### src/rtl/dmem_mmio_responder_if.sv
// Core data-memory port: M-stage write enable, byte address and store data out of the core,
// combinational load data back into it.
interface dmem_mmio_responder_if;
  logic        MemWriteM_i;
  logic [31:0] DataAdrM_i;
  logic [31:0] WriteDataM_i;
  logic [31:0] ReadDataM_o;

  modport master (
    output MemWriteM_i,
    output DataAdrM_i,
    output WriteDataM_i,
    input  ReadDataM_o
  );

  modport slave (
    input  MemWriteM_i,
    input  DataAdrM_i,
    input  WriteDataM_i,
    output ReadDataM_o
  );
endinterface

### src/rtl/dmem_mmio_responder.sv
// Data-memory responder: decodes RAM / MMIO / unmapped and returns load data combinationally.
// The timer compare register and irq_o exist only when DMEM_MMIO_TIMER_IRQ_EN is defined.
module dmem_mmio_responder #(
  parameter int unsigned RAM_AW     = 8,
  parameter int unsigned FIFO_DEPTH = 8,
  parameter int unsigned GPIO_W     = 16,
  parameter logic [31:0] IO_BASE    = 32'h0000_2000
) (
  input  logic                  clk_i,
  input  logic                  rst_i,
  dmem_mmio_responder_if.slave  bus,
  output logic                  ram_we_o,
  input  logic [31:0]           ram_spo_i,
  output logic [GPIO_W-1:0]     gpio_o,
  input  logic [GPIO_W-1:0]     gpio_i,
  output logic [7:0]            tx_data_o,
  output logic                  tx_valid_o,
`ifdef DMEM_MMIO_TIMER_IRQ_EN
  output logic                  irq_o,
`endif
  input  logic                  tx_ready_i
);

  localparam int unsigned PtrW = (FIFO_DEPTH > 1) ? $clog2(FIFO_DEPTH) : 1;
  localparam int unsigned CntW = $clog2(FIFO_DEPTH + 1);
  localparam int unsigned RamByteAw = RAM_AW + 2;

  // Decode
  logic       w_ram_sel, w_io_sel, w_io_we, w_unm_we;
  logic [2:0] w_off;
  logic       w_wr_gpio, w_wr_cycle, w_wr_status, w_push;

  assign w_ram_sel   = (bus.DataAdrM_i >> RamByteAw) == 32'd0;
  assign w_io_sel    = !w_ram_sel && (bus.DataAdrM_i[31:5] == IO_BASE[31:5]);
  assign w_off       = bus.DataAdrM_i[4:2];
  assign w_io_we     = bus.MemWriteM_i & w_io_sel;
  assign w_unm_we    = bus.MemWriteM_i & !w_ram_sel & !w_io_sel;
  assign w_wr_gpio   = w_io_we & (w_off == 3'd0);
  assign w_wr_cycle  = w_io_we & (w_off == 3'd2);
  assign w_push      = w_io_we & (w_off == 3'd3);
  assign w_wr_status = w_io_we & (w_off == 3'd4);
  assign ram_we_o    = bus.MemWriteM_i & w_ram_sel;

  // State
  logic [GPIO_W-1:0] r_gpio, r_gpio_s1, r_gpio_s2;
  logic [31:0]       r_cycle;
  logic [7:0]        r_mem [FIFO_DEPTH];
  logic [PtrW-1:0]   r_wptr, r_rptr;
  logic [CntW-1:0]   r_count, w_count_d;
  logic              r_ovf, r_unm;
  logic              w_irq_pend;

  logic w_empty, w_full, w_pop, w_push_acc, w_ovf_set;

  assign w_empty    = (r_count == '0);
  assign w_full     = (r_count == CntW'(FIFO_DEPTH));
  assign w_pop      = !w_empty & tx_ready_i;
  // A push into a full FIFO still lands if the head leaves on the same edge.
  assign w_push_acc = w_push & (!w_full | w_pop);
  assign w_ovf_set  = w_push & w_full & !w_pop;

  always_comb begin
    w_count_d = r_count;
    if (w_push_acc && !w_pop) begin
      w_count_d = r_count + CntW'(1);
    end else if (!w_push_acc && w_pop) begin
      w_count_d = r_count - CntW'(1);
    end
  end

  always_ff @(posedge clk_i) begin
    if (!rst_i) begin
      r_gpio    <= '0;
      r_gpio_s1 <= '0;
      r_gpio_s2 <= '0;
      r_cycle   <= '0;
      r_wptr    <= '0;
      r_rptr    <= '0;
      r_count   <= '0;
      r_ovf     <= 1'b0;
      r_unm     <= 1'b0;
    end else begin
      if (w_wr_gpio) r_gpio <= bus.WriteDataM_i[GPIO_W-1:0];
      r_gpio_s1 <= gpio_i;
      r_gpio_s2 <= r_gpio_s1;
      r_cycle   <= w_wr_cycle ? 32'd0 : r_cycle + 32'd1;
      if (w_push_acc) r_wptr <= r_wptr + PtrW'(1);
      if (w_pop) r_rptr <= r_rptr + PtrW'(1);
      r_count   <= w_count_d;
      r_ovf     <= w_ovf_set | (r_ovf & !(w_wr_status & bus.WriteDataM_i[2]));
      r_unm     <= w_unm_we | (r_unm & !(w_wr_status & bus.WriteDataM_i[3]));
    end
  end

  // Storage is deliberately not reset; only pointers define validity.
  always_ff @(posedge clk_i) begin
    if (rst_i && w_push_acc) r_mem[r_wptr] <= bus.WriteDataM_i[7:0];
  end

`ifdef DMEM_MMIO_TIMER_IRQ_EN
  logic [31:0] r_cmp;
  logic        r_irq;
  logic        w_wr_cmp;

  assign w_wr_cmp = w_io_we & (w_off == 3'd5);

  always_ff @(posedge clk_i) begin
    if (!rst_i) begin
      r_cmp <= 32'hFFFF_FFFF;
      r_irq <= 1'b0;
    end else begin
      if (w_wr_cmp) r_cmp <= bus.WriteDataM_i;
      r_irq <= (r_cycle == r_cmp) | (r_irq & !(w_wr_status & bus.WriteDataM_i[4]));
    end
  end

  assign w_irq_pend = r_irq;
  assign irq_o      = r_irq;
`else
  assign w_irq_pend = 1'b0;
`endif

  // Read path
  logic [31:0] w_status, w_io_rdata;

  assign w_status = {16'h0, 8'(r_count), 3'b000, w_irq_pend, r_unm, r_ovf, w_full, w_empty};

  always_comb begin
    w_io_rdata = 32'd0;
    case (w_off)
      3'd0:    w_io_rdata = 32'(r_gpio);
      3'd1:    w_io_rdata = 32'(r_gpio_s2);
      3'd2:    w_io_rdata = r_cycle;
      3'd4:    w_io_rdata = w_status;
`ifdef DMEM_MMIO_TIMER_IRQ_EN
      3'd5:    w_io_rdata = r_cmp;
`endif
      default: w_io_rdata = 32'd0;
    endcase
  end

  assign bus.ReadDataM_o = w_ram_sel ? ram_spo_i : (w_io_sel ? w_io_rdata : 32'd0);

  assign gpio_o     = r_gpio;
  assign tx_valid_o = !w_empty;
  assign tx_data_o  = r_mem[r_rptr];

  // Byte-lane bits and unused store-data bits.
  logic w_unused;
  assign w_unused = &{1'b0, bus.DataAdrM_i[1:0], bus.WriteDataM_i};

endmodule

### src/flat_wrapper.sv
// flat-port wrapper written by rule: the top's interface ports become plain ports
module dmem_mmio_responder_flat 
#(
  parameter int unsigned RAM_AW     = 8,
  parameter int unsigned FIFO_DEPTH = 8,
  parameter int unsigned GPIO_W     = 16,
  parameter logic [31:0] IO_BASE    = 32'h0000_2000
)
  (clk_i, rst_i, ram_we_o, ram_spo_i, gpio_o, gpio_i, tx_data_o, tx_valid_o, tx_ready_i, bus_MemWriteM_i, bus_DataAdrM_i, bus_WriteDataM_i, bus_ReadDataM_o);
  dmem_mmio_responder_if bus_i ();
  input  logic clk_i;
  input  logic rst_i;
  output logic ram_we_o;
  input  logic [31:0] ram_spo_i;
  output logic [GPIO_W-1:0] gpio_o;
  input  logic [GPIO_W-1:0] gpio_i;
  output logic [7:0] tx_data_o;
  output logic tx_valid_o;
  input  logic tx_ready_i;
  input wire logic [$bits(bus_i.MemWriteM_i)-1:0] bus_MemWriteM_i;
  input wire logic [$bits(bus_i.DataAdrM_i)-1:0] bus_DataAdrM_i;
  input wire logic [$bits(bus_i.WriteDataM_i)-1:0] bus_WriteDataM_i;
  output wire logic [$bits(bus_i.ReadDataM_o)-1:0] bus_ReadDataM_o;
  assign bus_i.MemWriteM_i = bus_MemWriteM_i;
  assign bus_i.DataAdrM_i = bus_DataAdrM_i;
  assign bus_i.WriteDataM_i = bus_WriteDataM_i;
  assign bus_ReadDataM_o = bus_i.ReadDataM_o;
  dmem_mmio_responder #(.RAM_AW(RAM_AW), .FIFO_DEPTH(FIFO_DEPTH), .GPIO_W(GPIO_W), .IO_BASE(IO_BASE)) u_core (.clk_i(clk_i), .rst_i(rst_i), .bus(bus_i), .ram_we_o(ram_we_o), .ram_spo_i(ram_spo_i), .gpio_o(gpio_o), .gpio_i(gpio_i), .tx_data_o(tx_data_o), .tx_valid_o(tx_valid_o), .tx_ready_i(tx_ready_i));
endmodule
### config.mk
export PLATFORM = sky130hd
export DESIGN_NAME = dmem_mmio_responder_flat
export DESIGN_NICKNAME = d
export VERILOG_FILES = /design/src/rtl/dmem_mmio_responder_if.sv /design/src/rtl/dmem_mmio_responder.sv /design/src/flat_wrapper.sv
export SDC_FILE = /design/constraint.sdc
export NUM_CORES = 1
export LEC_CHECK = 0
export BUFFER_PORTS_ARGS = -buffer_cell sky130_fd_sc_hd__buf_2
export CORE_MARGIN = 2
export CORE_UTILIZATION = 53
export DETAILED_ROUTE_END_ITERATION = 10
export HOLD_SLACK_MARGIN = 0.05
export PLACE_DENSITY_LB_ADDON = 0.2
export RECOVER_POWER = 50
export SLEW_MARGIN = 20
export SYNTH_ARGS = -nofsm -noshare
export SYNTH_HDL_FRONTEND = slang
export SYNTH_SLANG_ARGS = --single-unit
### constraint.sdc
create_clock -name clk_i -period 3.2 [get_ports clk_i]
set_clock_uncertainty 0.15 [all_clocks]
set_input_delay 0 -clock clk_i [delete_from_list [all_inputs] [get_ports clk_i]]
set_output_delay 0 -clock clk_i [all_outputs]
set_load 0.1 [all_outputs]
==> results of run 1 <==
[flip-flops by register name, indices dropped and copies added, names as in the netlist, named ones only]
name              flops
u_core.r_mem         64
u_core.r_cycle       32
u_core.gpio_o        16
u_core.r_gpio_s1     16
u_core.r_gpio_s2     16
u_core.r_count        4
u_core.r_rptr         3
u_core.r_wptr         3
u_core.r_ovf          1
u_core.r_unm          1
[per-stage QoR]
step | setup WS (ns) | instances | hold WS (ns)
after global placement | 0.317 | 927 | 0.0559
after detailed placement | 0.152 | 927 | 0.0590
after CTS | 0.0595 | 996 | 0.0624
after floorplan | 0.0370 | 616 | -0.0511
final | 0.251 | 996 | 0.0653
after global routing | 0.103 | 996 | 0.0818
[worst paths after layout]
kind,start,endpoint,slack (ns)
setup / recovery,bus_MemWriteM_i,u_core.r_count[3],0.25
setup reg to reg,u_core.r_count[0],u_core.r_count[3],0.34
hold / removal,bus_DataAdrM_i[11],u_core.r_ovf,0.07
hold reg to reg,u_core.r_gpio_s1[11],u_core.r_gpio_s2[11],0.28
[cell usage after synthesis (6+ instances only)]
cell type,instances
nand3_1,30
nor3_1,7
xnor2_1,27
nor4_1,19
and3_1,6
nand4_1,11
and2_1,45
xor2_1,8
o21ai_0,33
buf_2,9
clkbuf_1,22
edfxtp_1,64
mux2_2,8
nand2_1,50
a21oi_1,11
inv_1,6
mux2i_1,18
a22o_1,32
dfxtp_1,95
mux4_2,16
ha_1,6
nor2_1,47
[layout by cell type, fill, tap and decap left out, types with 4 or more instances in the layout]
cell type / instances
buf_2: 128
dfxtp_1: 95
edfxtp_1: 64
nand2_1: 50
nor2_1: 46
dlygate4sd3_1: 38
o21ai_0: 34
a22o_1: 32
nand3_1: 30
clkbuf_1: 29
xnor2_1: 27
and2_1: 26
nor4_1: 20
buf_4: 20
and2_0: 19
mux2i_1: 18
clkbuf_16: 18
mux4_2: 16
nand4_1: 11
a21oi_1: 11
mux2_2: 8
xor2_1: 8
nor3_1: 7
inv_1: 6
and3_1: 6
ha_1: 6
and4_1: 5
clkinv_2: 4
[layout make-up]
| type | instances | area, um2 | share of cell area (%) |
|---|---|---|---|
| Sequential cell | 159 | 3820 | 43.5 |
| Clock inverter | 12 | 83.8 | 0.954 |
| Multi-Input combinational cell | 412 | 2910 | 33.1 |
| Tap cell | 172 | 215 | 2.45 |
| Inverter | 7 | 26.3 | 0.299 |
| Timing Repair Buffer | 215 | 1280 | 14.6 |
| Clock buffer | 19 | 454 | 5.17 |
[logic make-up after synthesis]
family / count (synthesis) / share of synthesized area (%)
AND/OR/NAND/NOR: 240 / 18.4
flip-flops: 159 / 55.3
AO/OA/AOI/OAI: 87 / 8.42
buffers and inverters: 45 / 2.79
multiplexers: 42 / 9.12
XOR/XNOR: 35 / 4.43
adder cells (fa/ha/maj): 8 / 1.52
[critical path: stages]
cell and delay, ns:
dlygate4sd3_1 0.52, buf_2 0.16, nor4b_2 0.25, nand4_1 0.21, nor2_2 0.24, nand3_2 0.11, inv_2 0.12, ha_1 0.20
inv_1 0.09, ha_1 0.29, a21o_1 0.19, a21oi_1 0.17, xnor2_1 0.10, or3_1 0.30, a21boi_0 0.16
[power groups by stage]
stage | sequential (W) | combinational [W] | clock (W)
final | 0.00214 | 0.000196 | 0.00182
after global routing | 0.00214 | 0.000215 | 0.00194
after global placement | 0.00218 | 0.000155 | 0
after floorplan | 0.00218 | 0.0000682 | 0
after detailed placement | 0.00218 | 0.000160 | 0
after CTS | 0.00214 | 0.000197 | 0.00185
[repair_timing]
item / CTS / global route
endpoints found under the hold margin: 107 / 0
setup endpoints to repair: 0 / 1
resized for setup: 0 / 2
hold buffers: 38 / 0
[routing by layer]
layer | global-route usage [%] | up-vias
li1 | - | 2627
met1 | 32.7 | 2629
met2 | 42.4 | 203
met3 | 4.78 | 15
met4 | 7.00 | 0
met5 | 0 | -
==> impl_metrics.ini, run 1 <==
[route]
antenna_left = 0
route.detailed.drc = 0
wl_met3_um = 1070
highest_layer = met4
wl_met2_um = 8490
wl_per_cell_um = 17.2
wl_um = 17100
viasPerCell = 5.50
drt_iter0_markers = 501
first_pass_iters = 5
via_count = 5474
met1_length_um = 7380

[setup_path]
ff2ff_path_depth = 11
cp-start-kind = primary input
critical_path_required_ns = 3.38
crit_path_end_kind = flop
cp_max_fo = 6
worst-setup-path-type = in -> reg
cp.arrival_ns = 3.13

[power_and_ir_drop]
power.density_nw_per_um2 = 473
finalPower_w = 0.00416
swShare_pct = 21.5
p_leak_nw = 3.35
seq_power_share_pct = 51.4
p_sw_w = 0.000893
p_int_w = 0.00326
ir_drop_mv = 0.284
p_clk_share_pct = 43.9
comb_power_share_pct = 4.7

[layout]
n_fill_cell = 941
final_layout_size_suffix_gt1_share_pct = 26.1
area_delta_synth_final_pct = 27.1
final_util_pct = 69.4
fin_nets = 935
n_antenna_cell = 0
final_area_um2 = 8790

[timing]
finalSetupViolCount = 0
tns_ns = 0
drv_slew = 60
period_minus_slack_ns = 2.95
slew_headroom_pct = -28.2
hold_viol = 0
rsz0062_at_grt = false
tightestPinTransition_ns = 1.92
timing.fmax_ghz = 0.339
fin_crit_sh_pct = 92.2

[placed_design]
gp_congestion = 0.823
dp_hpwl_um = 11700
port_buffers = 155
placed_cell_area_um2 = 7920

[yosys]
synthFlopType = dfxtp_1
synth_cells = 616
synth_edf_count = 64
netlist.top_cell.by_area = edfxtp_1
synth_cell_types = 52
yosysSeqAreaShare_pct = 55.3
synth_top_area_share_pct = 27.8
synth_area_um2 = 6910
syn_avg_cell_area_um2 = 11.2
synth_seq_cells = 159
synthesis.nets = 739
ys_async_sr_fraction_pct = 0
synth_area_leaders = edfxtp_1 28%, dfxtp_1 28%, mux4_2 5.2%
yosysWarningCount = 0

[run_status]
violations = capacitance limit, slew limit
status = complete, but fails checks

[floorplanning]
rows = 41
die_area_um2 = 14000
initial_core_util_pct = 54.6
die_y_um = 118
ioPinCount = 174
fp.dieW_um = 118
core_um2 = 12700

[clock_network]
cts_buffers = 17
worstSkewPairLatency_ns = 0.41
cts_tree = built
cts_setup_buffers = 0
cts.path.max_buffers = 2
cts_root_buffer = clkbuf_16
htree_levels = 4
clk_pin_slew_ns = 0.06
cts.sinks = 159

[global_route]
grt_usage_pct = 25.0
antenna_found_initial = 0
first_global_vias = 5458
grt_pass1_wl_um = 27600
grt-ovfl-total = 0
grt_max_degree = 60

[worst_hold_path]
hold_class = in -> reg
worstHoldPathCells = 7

[flow_run]
max_cap_violations = 1
No activity file was read; power rests on OpenSTA's default activity.
==> run 2, diff against run 1 <==
RECOVER_POWER = 25   (was 50)
SLEW_MARGIN = unset   (was 20)
==> run 2 against run 1 <==
Compared with the run above: the run now ends clean; core utilization grew 0.30 points; clock power is essentially flat; hold slack lost 0.0039 ns; critical path type unchanged; critical endpoint unchanged; largest cell class unchanged; largest power group unchanged; highest routed layer unchanged.
==> impl_metrics.ini, run 2 (same netlist as run 1, synthesis figures left out) <==
[route]
via_count = 5482
wl_um = 17000
route.detailed.drc = 0
first_pass_iters = 5
antenna_left = 0
wl_per_cell_um = 17.1
drt_iter0_markers = 479
viasPerCell = 5.50

[timing]
tns_ns = 0
drv_slew = 0
finalSetupViolCount = 0
hold_ws_ns = 0.0614
slew_headroom_pct = 20.8
rsz0062_at_grt = false
fin_crit_sh_pct = 93.1
period_minus_slack_ns = 2.98
tightestPinTransition_ns = 1.19
hold_viol = 0
fin_ws_ns = 0.219
timing.fmax_ghz = 0.335

[setup_path]
critPathTopFamily = simple AND/OR/NAND/NOR gates
cp.arrival_ns = 3.17
crit_path_start = bus_MemWriteM_i
cp_max_fo = 6
cpMostUsedCell = ha_1
crit_path_end_kind = flop
critical_path_required_ns = 3.39
slowest_stage = dlygate4sd3_1
cp_num_buf_inv = 4
reg2reg_from = u_core.r_count[0]
crit_chain = dlygate4sd3_1, buf_2, nor4b_2, nand4_1, nor2_2, nand3_2, inv_2, ha_1, inv_1, ha_1, a21o_1, a21oi_1, xnor2_1, or3_1, a21boi_0
worst-setup-path-type = in -> reg
cp-start-kind = primary input
max_stage_delay_ns = 0.52

[floorplanning]
ioPinCount = 174
core_um2 = 12700
initial_core_util_pct = 54.6
rows = 41
fp.dieW_um = 118
die_y_um = 118
die_area_um2 = 14000

[run_status]
status = complete, no violations

[worst_hold_path]
hold_class = in -> reg
min_from = bus_DataAdrM_i[11]

[power_and_ir_drop]
power.density_nw_per_um2 = 471
p_leak_nw = 3.44
ir_drop_mv = 0.285
finalPower_w = 0.00416

[clock_network]
clk_pin_slew_ns = 0.06
htree_levels = 4
cts_buffers = 17
cts.sinks = 159
cts.path.max_buffers = 2
worstSkewPairLatency_ns = 0.41
cts_root_buffer = clkbuf_16
cts_setup_buffers = 0
cts_tree = built

[global_route]
grt_max_degree = 60
antenna_found_initial = 0
grt_pass1_wl_um = 27600
first_global_vias = 5458
grt_usage_pct = 25.0
grt-ovfl-total = 0

[layout]
largest_register = u_core.r_mem
largest_reg_flops = 64
final_common_cell = buf_2
final_cells = 996
final_layout_size_suffix_gt1_share_pct = 27.9
reg.largest.list = u_core.r_mem x64, u_core.r_cycle x32
fin_nets = 935
final_cell_mix = 141 x buf_2, 95 x dfxtp_1, 64 x edfxtp_1
n_antenna_cell = 0
area_delta_synth_final_pct = 27.7

[placed_design]
gp_congestion = 0.823
dp_slack_ns = 0.152
dp_hpwl_um = 11700
placedCellCount = 927
port_buffers = 155

[flow_run]
max_cap_violations = 0
## run 2: where the power goes
part / internal, W / switching (W) / leakage, nW
clock: 0.00104 / 0.000786 / 0.269
combinational: 0.000102 / 0.0000961 / 1.82
sequential: 0.00213 / 0.00000841 / 1.35
## run 2: worst paths after layout
kind                                            end  depth (start not counted)  slack (ns)
worst max-delay path              u_core.r_count[3]                         15        0.22
worst min-delay path                   u_core.r_ovf                          7        0.06
worst max register to register    u_core.r_count[3]                         11        0.35
worst min register to register  u_core.r_gpio_s2[9]                          1        0.28
## run 2: tightest hold or removal path, delay by kind of cell
family                 cells  cell delay, ns
AOI/OAI and AO/OA          1            0.07
and+or+nand+nor            4            0.29
buffers and inverters      2            0.22
## run 2: what timing repair did
item                       in CTS  in global routing
gates resized for setup         0                  2
setup endpoints to repair       0                  1
hold endpoints to repair      107                  0
hold buffers                   38                  0
## run 2: stage by stage
step | cell area, um2 | utilization (%)
finish | 8830 | 69.7
global route | 8830 | 69.7
CTS | 8840 | 69.7
detailed placement | 7920 | 62.5
global placement | 7920 | 62.5
floorplan | 6910 | -
## run 2: layout make-up
type	count	area, um2
Inverter	7	26.3
Clock buffer	19	454
Timing Repair Buffer	215	1300
Sequential cell	159	3820
Fill cell	932	3840
Clock inverter	12	83.8
Tap cell	172	215
Multi-Input combinational cell	412	2920
## run 2: routing by layer
metal  wire, um  vias up  GRT usage (%)
li1           -     2634              -
met1       7410     2627           32.7
met2       8350      203           42.4
met3       1050       18           4.78
met4        191        0           7.00
met5          0        -              0
